`src/rtl/uc_ciclo_medida_pkg.sv`:
```
// Shared definitions for the monitoring-cycle control unit: state codes and
// the class codes produced by the classifier.
package uc_ciclo_medida_pkg;

  typedef enum logic [3:0] {
    INICIAL       = 4'd0,
    PREPARA       = 4'd1,
    ESPERA_1S     = 4'd2,
    MEDE          = 4'd3,
    ESPERA_MEDIDA = 4'd4,
    ANALISA       = 4'd5,
    ESPERA_CLASS  = 4'd6,
    ATUA          = 4'd7,
    TRANSMITE     = 4'd8,
    ESPERA_CHAR   = 4'd9,
    PROX_CHAR     = 4'd10,
    FALHA         = 4'd11,
    ESPERA_2S     = 4'd12,
    FIM           = 4'd13
  } estado_t;

  localparam logic [2:0] CLS_NORMAL = 3'b000;
  localparam logic [2:0] CLS_BAIXO  = 3'b001;
  localparam logic [2:0] CLS_ALTO   = 3'b010;
  localparam logic [2:0] CLS_CRIT   = 3'b011;

endpackage

```
`src/rtl/uc_ciclo_medida.sv`:
```
// Control unit (Moore FSM) that sequences one monitoring cycle of the
// datapath: settle, measure, classify with retry, act, report, hold.
// Optional feature: define MEDIDA_TIMEOUT_EN to bound the wait for
// fim_medida to TIMEOUT_CICLOS clocks; a timeout counts as a discard.
//
// Handshake: every fim_* input is a strobe/level from the datapath that is
// only looked at in the state waiting for it; all outputs here are decoded
// from registered state, so a strobe is high for exactly the cycle the FSM
// spends in the issuing state.
module uc_ciclo_medida
  import uc_ciclo_medida_pkg::*;
#(
  parameter int MAX_TENT       = 3,
  parameter int W_TENT         = 2,
  parameter int TIMEOUT_CICLOS = 50000
) (
  input  logic       clock,
  input  logic       zera,
  input  logic       ligar,
  input  logic       fim_medida,
  input  logic       fim_classificacao,
  input  logic [2:0] medida_classificacao,
  input  logic       descartar_medida,
  input  logic       fim_1s,
  input  logic       fim_2s,
  input  logic       fim_carater,
  input  logic       fim_mensagem,
  output logic       zera_fd,
  output logic       conta_1s,
  output logic       conta_2s,
  output logic       mensurar,
  output logic       analisa_medida,
  output logic       envia,
  output logic       muda,
  output logic       liga_buzzer_baixa,
  output logic       liga_buzzer_alta,
  output logic       desliga_buzzers,
  output logic       abre_valvula_auto,
  output logic       fecha_valvula_auto,
  output logic       erro_sensor,
  output logic       pronto,
  output logic [3:0] db_estado
);

  estado_t           r_estado;
  estado_t           w_prox;
  logic [W_TENT-1:0] r_tent;
  logic [2:0]        r_classe;
  logic              r_erro;
  logic              w_timeout;
  logic              w_ultima_tent;
  logic              w_descarte;

  // The attempt that is being discarded now is the last one allowed.
  assign w_ultima_tent = (({1'b0, r_tent} + 1'b1) == (W_TENT+1)'(MAX_TENT));

`ifdef MEDIDA_TIMEOUT_EN
  localparam int W_CNT = $clog2(TIMEOUT_CICLOS + 1);
  logic [W_CNT-1:0] r_cnt_timeout;

  // Counts clocks spent in ESPERA_MEDIDA; any other state clears it, so it
  // starts at zero on every entry.
  always_ff @(posedge clock) begin
    if (zera || r_estado != ESPERA_MEDIDA) r_cnt_timeout <= '0;
    else                                   r_cnt_timeout <= r_cnt_timeout + 1'b1;
  end

  assign w_timeout = (r_estado == ESPERA_MEDIDA) &&
                     (r_cnt_timeout == W_CNT'(TIMEOUT_CICLOS - 1));
`else
  assign w_timeout = 1'b0;
`endif

  // A discard is either an inconsistent classification or a measurement timeout.
  assign w_descarte = ((r_estado == ESPERA_CLASS) && fim_classificacao && descartar_medida) ||
                      ((r_estado == ESPERA_MEDIDA) && !fim_medida && w_timeout);

  // State register.
  always_ff @(posedge clock) begin
    if (zera) r_estado <= INICIAL;
    else      r_estado <= w_prox;
  end

  // Next-state logic.
  always_comb begin
    w_prox = r_estado;
    case (r_estado)
      INICIAL:       if (ligar) w_prox = PREPARA;
      PREPARA:       w_prox = ESPERA_1S;
      ESPERA_1S:     if (!ligar) w_prox = INICIAL;
                     else if (fim_1s) w_prox = MEDE;
      MEDE:          w_prox = ESPERA_MEDIDA;
      ESPERA_MEDIDA: if (fim_medida) w_prox = ANALISA;
                     else if (w_descarte) w_prox = w_ultima_tent ? FALHA : MEDE;
      ANALISA:       w_prox = ESPERA_CLASS;
      ESPERA_CLASS:  if (fim_classificacao) begin
                       if (descartar_medida) w_prox = w_ultima_tent ? FALHA : MEDE;
                       else                  w_prox = ATUA;
                     end
      ATUA:          w_prox = TRANSMITE;
      TRANSMITE:     w_prox = ESPERA_CHAR;
      ESPERA_CHAR:   if (fim_carater) w_prox = fim_mensagem ? ESPERA_2S : PROX_CHAR;
      PROX_CHAR:     w_prox = TRANSMITE;
      FALHA:         w_prox = ESPERA_2S;
      ESPERA_2S:     if (fim_2s) w_prox = FIM;
      FIM:           w_prox = ligar ? PREPARA : INICIAL;
      default:       w_prox = INICIAL;
    endcase
  end

  // Attempt counter: cleared at the start of each cycle, saturating on discards.
  always_ff @(posedge clock) begin
    if (zera || r_estado == PREPARA) r_tent <= '0;
    else if (w_descarte && r_tent != W_TENT'(MAX_TENT)) r_tent <= r_tent + 1'b1;
  end

  // Class code captured with a good classification so ATUA acts on a stable value.
  always_ff @(posedge clock) begin
    if (zera) r_classe <= CLS_NORMAL;
    else if (r_estado == ESPERA_CLASS && fim_classificacao && !descartar_medida)
      r_classe <= medida_classificacao;
  end

  // Sticky sensor error: raised together with FALHA, dropped with the next ATUA.
  always_ff @(posedge clock) begin
    if (zera)                  r_erro <= 1'b0;
    else if (w_prox == FALHA)  r_erro <= 1'b1;
    else if (w_prox == ATUA)   r_erro <= 1'b0;
  end

  // Moore output decode from the registered state and captured class.
  always_comb begin
    zera_fd            = 1'b0;
    conta_1s           = 1'b0;
    conta_2s           = 1'b0;
    mensurar           = 1'b0;
    analisa_medida     = 1'b0;
    envia              = 1'b0;
    muda               = 1'b0;
    liga_buzzer_baixa  = 1'b0;
    liga_buzzer_alta   = 1'b0;
    desliga_buzzers    = 1'b0;
    abre_valvula_auto  = 1'b0;
    fecha_valvula_auto = 1'b0;
    pronto             = 1'b0;
    case (r_estado)
      PREPARA:   zera_fd        = 1'b1;
      ESPERA_1S: conta_1s       = 1'b1;
      MEDE:      mensurar       = 1'b1;
      ANALISA:   analisa_medida = 1'b1;
      ATUA: begin
        case (r_classe)
          CLS_BAIXO: begin
            liga_buzzer_baixa = 1'b1;
            abre_valvula_auto = 1'b1;
          end
          CLS_ALTO: begin
            liga_buzzer_alta   = 1'b1;
            fecha_valvula_auto = 1'b1;
          end
          CLS_CRIT: begin
            liga_buzzer_alta   = 1'b1;
            liga_buzzer_baixa  = 1'b1;
            fecha_valvula_auto = 1'b1;
          end
          default: desliga_buzzers = 1'b1;  // NORMAL and unused codes 1xx
        endcase
      end
      TRANSMITE: envia = 1'b1;
      PROX_CHAR: muda  = 1'b1;
      FALHA: begin
        liga_buzzer_alta   = 1'b1;
        fecha_valvula_auto = 1'b1;
      end
      ESPERA_2S: conta_2s = 1'b1;
      FIM:       pronto   = 1'b1;
      default: ;
    endcase
  end

  assign erro_sensor = r_erro;
  assign db_estado   = r_estado;

endmodule

```
`config.mk`:
```
export PLATFORM = sky130hd
export DESIGN_NAME = uc_ciclo_medida
export DESIGN_NICKNAME = d
export VERILOG_FILES = /design/src/rtl/uc_ciclo_medida_pkg.sv /design/src/rtl/uc_ciclo_medida.sv
export SDC_FILE = /design/constraint.sdc
export NUM_CORES = 1
export LEC_CHECK = 0
export BUFFER_PORTS_ARGS = -buffer_cell sky130_fd_sc_hd__buf_2
export CAP_MARGIN = 20
export CORE_MARGIN = 2
export CORE_UTILIZATION = 45
export DETAILED_ROUTE_END_ITERATION = 12
export GPL_ROUTABILITY_DRIVEN = 0
export HOLD_SLACK_MARGIN = 0.03
export PLACE_DENSITY = 0.77
export SLEW_MARGIN = 20
export SYNTH_ARGS = -nofsm -noshare
export SYNTH_HDL_FRONTEND = slang
export SYNTH_SLANG_ARGS = --single-unit
export TNS_END_PERCENT = 100
```
`constraint.sdc`:
```
create_clock -name clock -period 1.9 [get_ports clock]
set_input_delay 0 -clock clock [delete_from_list [all_inputs] [get_ports clock]]
set_output_delay 0 -clock clock [all_outputs]
set_load 0.01 [all_outputs]
```
==> flow_metrics.tcl, run 1 <==
set metrics [dict create \
    status "finished clean" \
    ant_nets 0 \
    clkPwrFrac_pct 36.4 \
    hold_viol 0 \
    dp_hpwl_mm 1.29 \
    cts_htree_levels 1 \
    diodes 0 \
    port_buffers 30 \
    via_per_inst 5.28 \
    path_cells "nand2b_1 > or3b_2 > a21oi_1 > buf_2" \
    worst_pin_slew_ns 0.435 \
    grt_util_all_layers_pct 19.7 \
    fill_cells 134 \
    hold_class "input port to register" \
    final_cell_mix "buf_2 (30), nor2_1 (13), dfxtp_1 (10)" \
    cp-end-kind "output port" \
    internal-power_mw 0.375 \
    wirelength_mm 1.69 \
    drive_gt1_share_pct 35.5 \
    slowest_stage "or3b_2" \
    vias 739 \
    drt-initial-drc-count 9 \
    die-area_mm2 0.00185 \
    max_stage_delay_ns 0.50 \
    timing.setup.tns_ns 0 \
    cp_max_fo 8 \
    multi_input_area_um2 442 \
    synth_async_sr_flop_share_pct 0 \
    synth_enable_flop_cells 0 \
    holdBufCountCts 4 \
    min_from "ligar" \
    cts_resized 0 \
    place_ws_ns 0.277 \
    seq_area_frac_synth_pct 29.2 \
    regToRegSetupSlack_ns 0.25 \
    arrival_ns 1.72 \
    post_cts_buffers 0 \
    layout_min_cycle_time_ns 1.72 \
    p_leak_nw 0.458 \
    fin_nets 140 \
    cts_tree "done" \
    reg2regPathDepth 4 \
    ys_warn_count 0 \
    fin_skew_ns 0.000263 \
    synth.distinct_cells 34 \
    area_growth_pct 36.1 \
    reg2reg_to "erro_sensor$_SDFFE_PP0P_" \
    rsz0062_at_grt "false" \
    die_x_um 43.0 \
    power_mw 0.499 \
    antenna_found_initial 0 \
    min_period_over_period_pct 90.7 \
    ys_seq_elements 10 \
    hold-worst-slack_ns 0.103 \
    ioPinCount 31 \
    synth_ff_type "dfxtp_1" \
    syn_avg_cell_area_um2 7.79 \
    r2r-start "db_estado[1]$_SDFF_PP0_" \
    ir_worst_vdd_mv 0.336 \
    final-setup-viol-count 0 \
    finalMaxSlewViolations 0 \
    hold_depth 3 \
    power-per-cell-area_mw_per_mm2 534 \
    crit_required_ns 1.90 \
    fmax_mhz 581 \
    first_global_vias 660 \
    clkSinkCount 10 \
    switching_share_pct 24.8 \
    p_sw_mw 0.124 \
    start_kind "register" \
    clk_latency_ns 0.25 \
    cts_buffer_depth 2 \
    die_y_um 43.0 \
    fp.coreArea_mm2 0.00147 \
    synth_area_um2 686 \
    register_area_um2 200 \
    synth_nets 103 \
    layout_commonest_cell "buf_2" \
    gr-total-overflow 0 \
    drt_pass1_iterations 4 \
    cts-root-buf "clkbuf_4" \
    grt_max_degree 17 \
    drc 0 \
    avgRoutedWirePerCell_um 12.1 \
    combPwrFrac_pct 19.3 \
    start_util_pct 46.6 \
    grt_pass1_wl_mm 2.86 \
    numCtsBuffers 3 \
    worstSetupPathType "register to output port" \
    fin_ws_ns 0.177 \
    rows 14 \
    synthCells 88 \
    slew_headroom_pct 71.0 \
    pwr-share-seq_pct 44.3 \
    min_to "db_estado[0]$_SDFF_PP0_" \
    cap_violations 0 \
    clkSlewWorstSetupHoldPaths_ns 0.06 \
]
cell families after synthesis:
group | count (synthesis) | synth area share [%]
AND/OR/NAND/NOR | 43 | 36.1
XOR/XNOR | 1 | 1.28
adder cells (fa/ha/maj) | 2 | 3.65
flip-flops | 10 | 29.2
AO/OA/AOI/OAI | 18 | 17.5
multiplexers | 4 | 5.84
buffers and inverters | 10 | 6.39
worst max-delay path: cells and delay by family, from the launching register on:
kind,cells,cell delay (ns)
simple gates,2,0.68
flops,1,0.43
compound gates,1,0.19
buf+inv,1,0.16
cell usage after synthesis (all sizes together) (2+ instances only):
master  instances  area [um^2]
o22ai           2         12.5
or3b            2         17.5
nor2b           4         25.0
clkbuf          3         11.3
nand2b          4         27.5
nand2           4         15.0
dfxtp          10          200
buf             3         17.5
ha              2         25.0
inv             4         15.0
nor3            7         35.0
o21ai           3         15.0
a21oi           6         30.0
mux2i           4         40.0
nor2           13         48.8
routing by layer:
metal	vias to the layer above	global-route usage (%)	part of all wire [%]	routed length, um
met4	0	7.27	0.59	10
met3	2	1.28	4.2	71
met2	19	31.8	47	797
li1	389	-	-	-
met1	329	27.5	48	811
met5	-	0	0	0
worst max path at each step:
| stage | slack [ns] | cells after the start | start | to |
|---|---|---|---|---|
| CTS | 0.17 | 4 | db_estado[2]$_SDFF_PP0_ | fecha_valvula_auto |
| detailed placement | 0.28 | 4 | db_estado[1]$_SDFF_PP0_ | erro_sensor$_SDFFE_PP0P_ |
| global route | 0.05 | 4 | db_estado[2]$_SDFF_PP0_ | fecha_valvula_auto |
| global placement | 0.31 | 4 | db_estado[1]$_SDFF_PP0_ | erro_sensor$_SDFFE_PP0P_ |
| finish | 0.18 | 4 | db_estado[2]$_SDFF_PP0_ | fecha_valvula_auto |
| floorplan | 0.39 | 4 | db_estado[2]$_SDFF_PP0_ | liga_buzzer_alta |
registers in the layout, indices dropped and copies added (netlist names):
| register | cells |
|---|---|
| db_estado | 4 |
| erro_sensor | 1 |
| r_classe | 3 |
| r_tent | 2 |
power by group through the flow:
| stage | clock (mW) | sequential [mW] | combinational, mW |
|---|---|---|---|
| 6_report | 0.182 | 0.221 | 0.0961 |
| 5_1_grt | 0.198 | 0.222 | 0.106 |
| 4_1_cts | 0.192 | 0.221 | 0.0954 |
| 3_5_place_dp | 0 | 0.226 | 0.0887 |
| 3_3_place_gp | 0 | 0.225 | 0.0886 |
| 2_1_floorplan | 0 | 0.226 | 0.0494 |
stage by stage:
stage | std cells | area, um^2 | utilization, %
finish | 140 | 933 | 63.4
global route | 140 | 933 | 63.4
CTS | 140 | 933 | 63.4
detailed placement | 132 | 857 | 58.2
global placement | 132 | 857 | 58.2
floorplan | 88 | 686 | -
area by class of cell:
class / count / area share, %
well taps: 16 / 2.14
multi-input cells: 68 / 47.3
repair buffers: 38 / 23.6
flip-flops and latches: 10 / 21.4
inverters: 4 / 1.61
clock buffers: 4 / 3.89
Power figures use the tool's default switching activity.
==> run 2, diff against run 1 <==
- ABC_AREA: unset -> 1
- PLACE_DENSITY: 0.77 -> 0.76
==> flow_metrics.tcl, run 2 <==
set metrics [dict create \
    fmax_mhz 721 \
    hold-worst-slack_ns 0.106 \
    antenna_found_initial 0 \
    ys_seq_elements 10 \
    path_cells "inv_2 > nor2_4 > nand2_2 > o22ai_1 > buf_2" \
    final_cell_mix "buf_2 (30), nand2_1 (20), nor2_1 (20)" \
    hold_viol 0 \
    synth_ff_type "dfxtp_1" \
    cts_resized 0 \
    slew_headroom_pct 80.4 \
    wirelength_mm 1.74 \
    syn_avg_cell_area_um2 6.30 \
    cts-root-buf "clkbuf_4" \
    slowest_stage "dfxtp_1" \
    arrival_ns 1.39 \
    synth_top_area_share_pct 27.9 \
    ioPinCount 31 \
    crit_required_ns 1.90 \
    seq_area_frac_synth_pct 27.9 \
    synth_async_sr_flop_share_pct 0 \
    ir_worst_vdd_mv 0.422 \
    min_period_over_period_pct 73.0 \
    netlist_top_cells_count "nand2_1 (20), nor2_1 (20), inv_1 (19)" \
    worst_pin_slew_ns 0.294 \
    die_x_um 44.0 \
    max_stage_delay_ns 0.44 \
    synth_top_area_cell "dfxtp_1" \
    fin_nets 168 \
    fp.coreArea_mm2 0.00151 \
    post_cts_buffers 0 \
    synth.distinct_cells 22 \
    finalMaxSlewViolations 0 \
    cts_htree_levels 1 \
    first_global_vias 756 \
    die-area_mm2 0.00193 \
    power-per-cell-area_mw_per_mm2 524 \
    drc 0 \
    fin_skew_ns 0.00121 \
    layout_min_cycle_time_ns 1.39 \
    clkSlewWorstSetupHoldPaths_ns 0.07 \
    rows 14 \
    cap_violations 0 \
    fill_cells 160 \
    die_y_um 44.0 \
    hold_class "input port to register" \
    synth_enable_flop_cells 0 \
    drt_pass1_iterations 6 \
    area_growth_pct 34.7 \
    grt_util_all_layers_pct 21.3 \
    gr-total-overflow 0 \
    ant_nets 0 \
    cts_buffer_depth 2 \
    avgRoutedWirePerCell_um 10.3 \
    hold_depth 5 \
    drt-initial-drc-count 12 \
    drive_gt1_share_pct 33.6 \
    p_leak_nw 0.571 \
    cp_max_fo 7 \
    via_per_inst 4.73 \
    start_util_pct 47.7 \
    status "finished clean" \
    rsz0062_at_grt "false" \
    start_kind "register" \
    synth.area.top_cells "dfxtp_1 (28%), nand2_1 (10%), nor2_1 (10%)" \
    synthCells 114 \
    port_buffers 30 \
    layout_commonest_cell "buf_2" \
    final-setup-viol-count 0 \
    diodes 0 \
    grt_max_degree 8 \
    cp-end-kind "output port" \
    clkSinkCount 10 \
    cts_tree "done" \
    vias 795 \
    worstSetupPathType "register to output port" \
    largest_reg_flops 4 \
    timing.setup.tns_ns 0 \
    ys_warn_count 0 \
    synth_area_um2 718 \
    reg2regPathDepth 7 \
    clk_latency_ns 0.27 \
    numCtsBuffers 3 \
    grt_pass1_wl_mm 2.98 \
    synth_nets 129 \
    dp_hpwl_mm 1.41 \
]
-- run 2: metrics by stage --
step                      worst slack (ns)  cells  util [%]  area [um^2]  power, mW
after floorplan                      0.686    114         -          718      0.275
after global routing                 0.378    168      64.2          967      0.533
after detailed placement             0.715    159      58.5          881      0.309
final                                0.513    168      64.2          967      0.507
after global placement               0.758    159      58.5          881      0.308
after CTS                            0.510    168      64.2          967      0.512
-- run 2: cells by family (layout without fill, tap and decap cells) --
group	after synthesis	count (layout)	synth area share [%]
AND/OR/NAND/NOR	65	65	46.0
buffers and inverters	25	63	13.8
AO/OA/AOI/OAI	12	12	8.89
flip-flops	10	10	27.9
adder cells (fa/ha/maj)	2	2	3.48
-- run 2: report_power, final --
group,internal [mW],switching [mW],leakage (nW)
clock network,0.116,0.0773,0.0210
logic,0.0393,0.0523,0.469
registers,0.214,0.00737,0.0809
-- run 2: critical path, delay by kind of cell, from the launching register on --
kind / cells / cell delay (ns)
AOI/OAI and AO/OA: 1 / 0.16
buffers and inverters: 2 / 0.27
and+or+nand+nor: 2 / 0.25
DFF: 1 / 0.44
-- run 2: layout make-up --
| type | instances | area, um^2 | share of cell area (%) |
|---|---|---|---|
| Multi-Input combinational cell | 79 | 419 | 43.3 |
| Sequential cell | 10 | 200 | 20.7 |
| Timing Repair Buffer | 35 | 200 | 20.7 |
| Inverter | 24 | 91.3 | 9.44 |
| Clock buffer | 4 | 36.3 | 3.75 |
| Tap cell | 16 | 20.0 | 2.07 |
-- run 2: per-layer routing --
metal / vias up / global-route usage (%) / routed length (um)
li1: 429 / - / -
met5: - / 0 / 0
met3: 6 / 4.17 / 115
met4: 0 / 10.9 / 38
met2: 22 / 35.9 / 814
met1: 338 / 25.5 / 769
-- run 2: final timing paths --
kind | from | to | slack, ns
max | db_estado[2]$_SDFF_PP0_ | liga_buzzer_alta | 0.51
min | fim_carater | db_estado[2]$_SDFF_PP0_ | 0.11
max reg2reg | db_estado[1]$_SDFF_PP0_ | db_estado[2]$_SDFF_PP0_ | 0.72
min reg2reg | r_tent[0]$_SDFFE_PP0P_ | r_tent[0]$_SDFFE_PP0P_ | 0.48
-- run 2: timing repair --
action / CTS / global route
hold endpoints to repair: 7 / 0
hold buffers: 5 / 0
setup endpoints to repair: 0 / 0
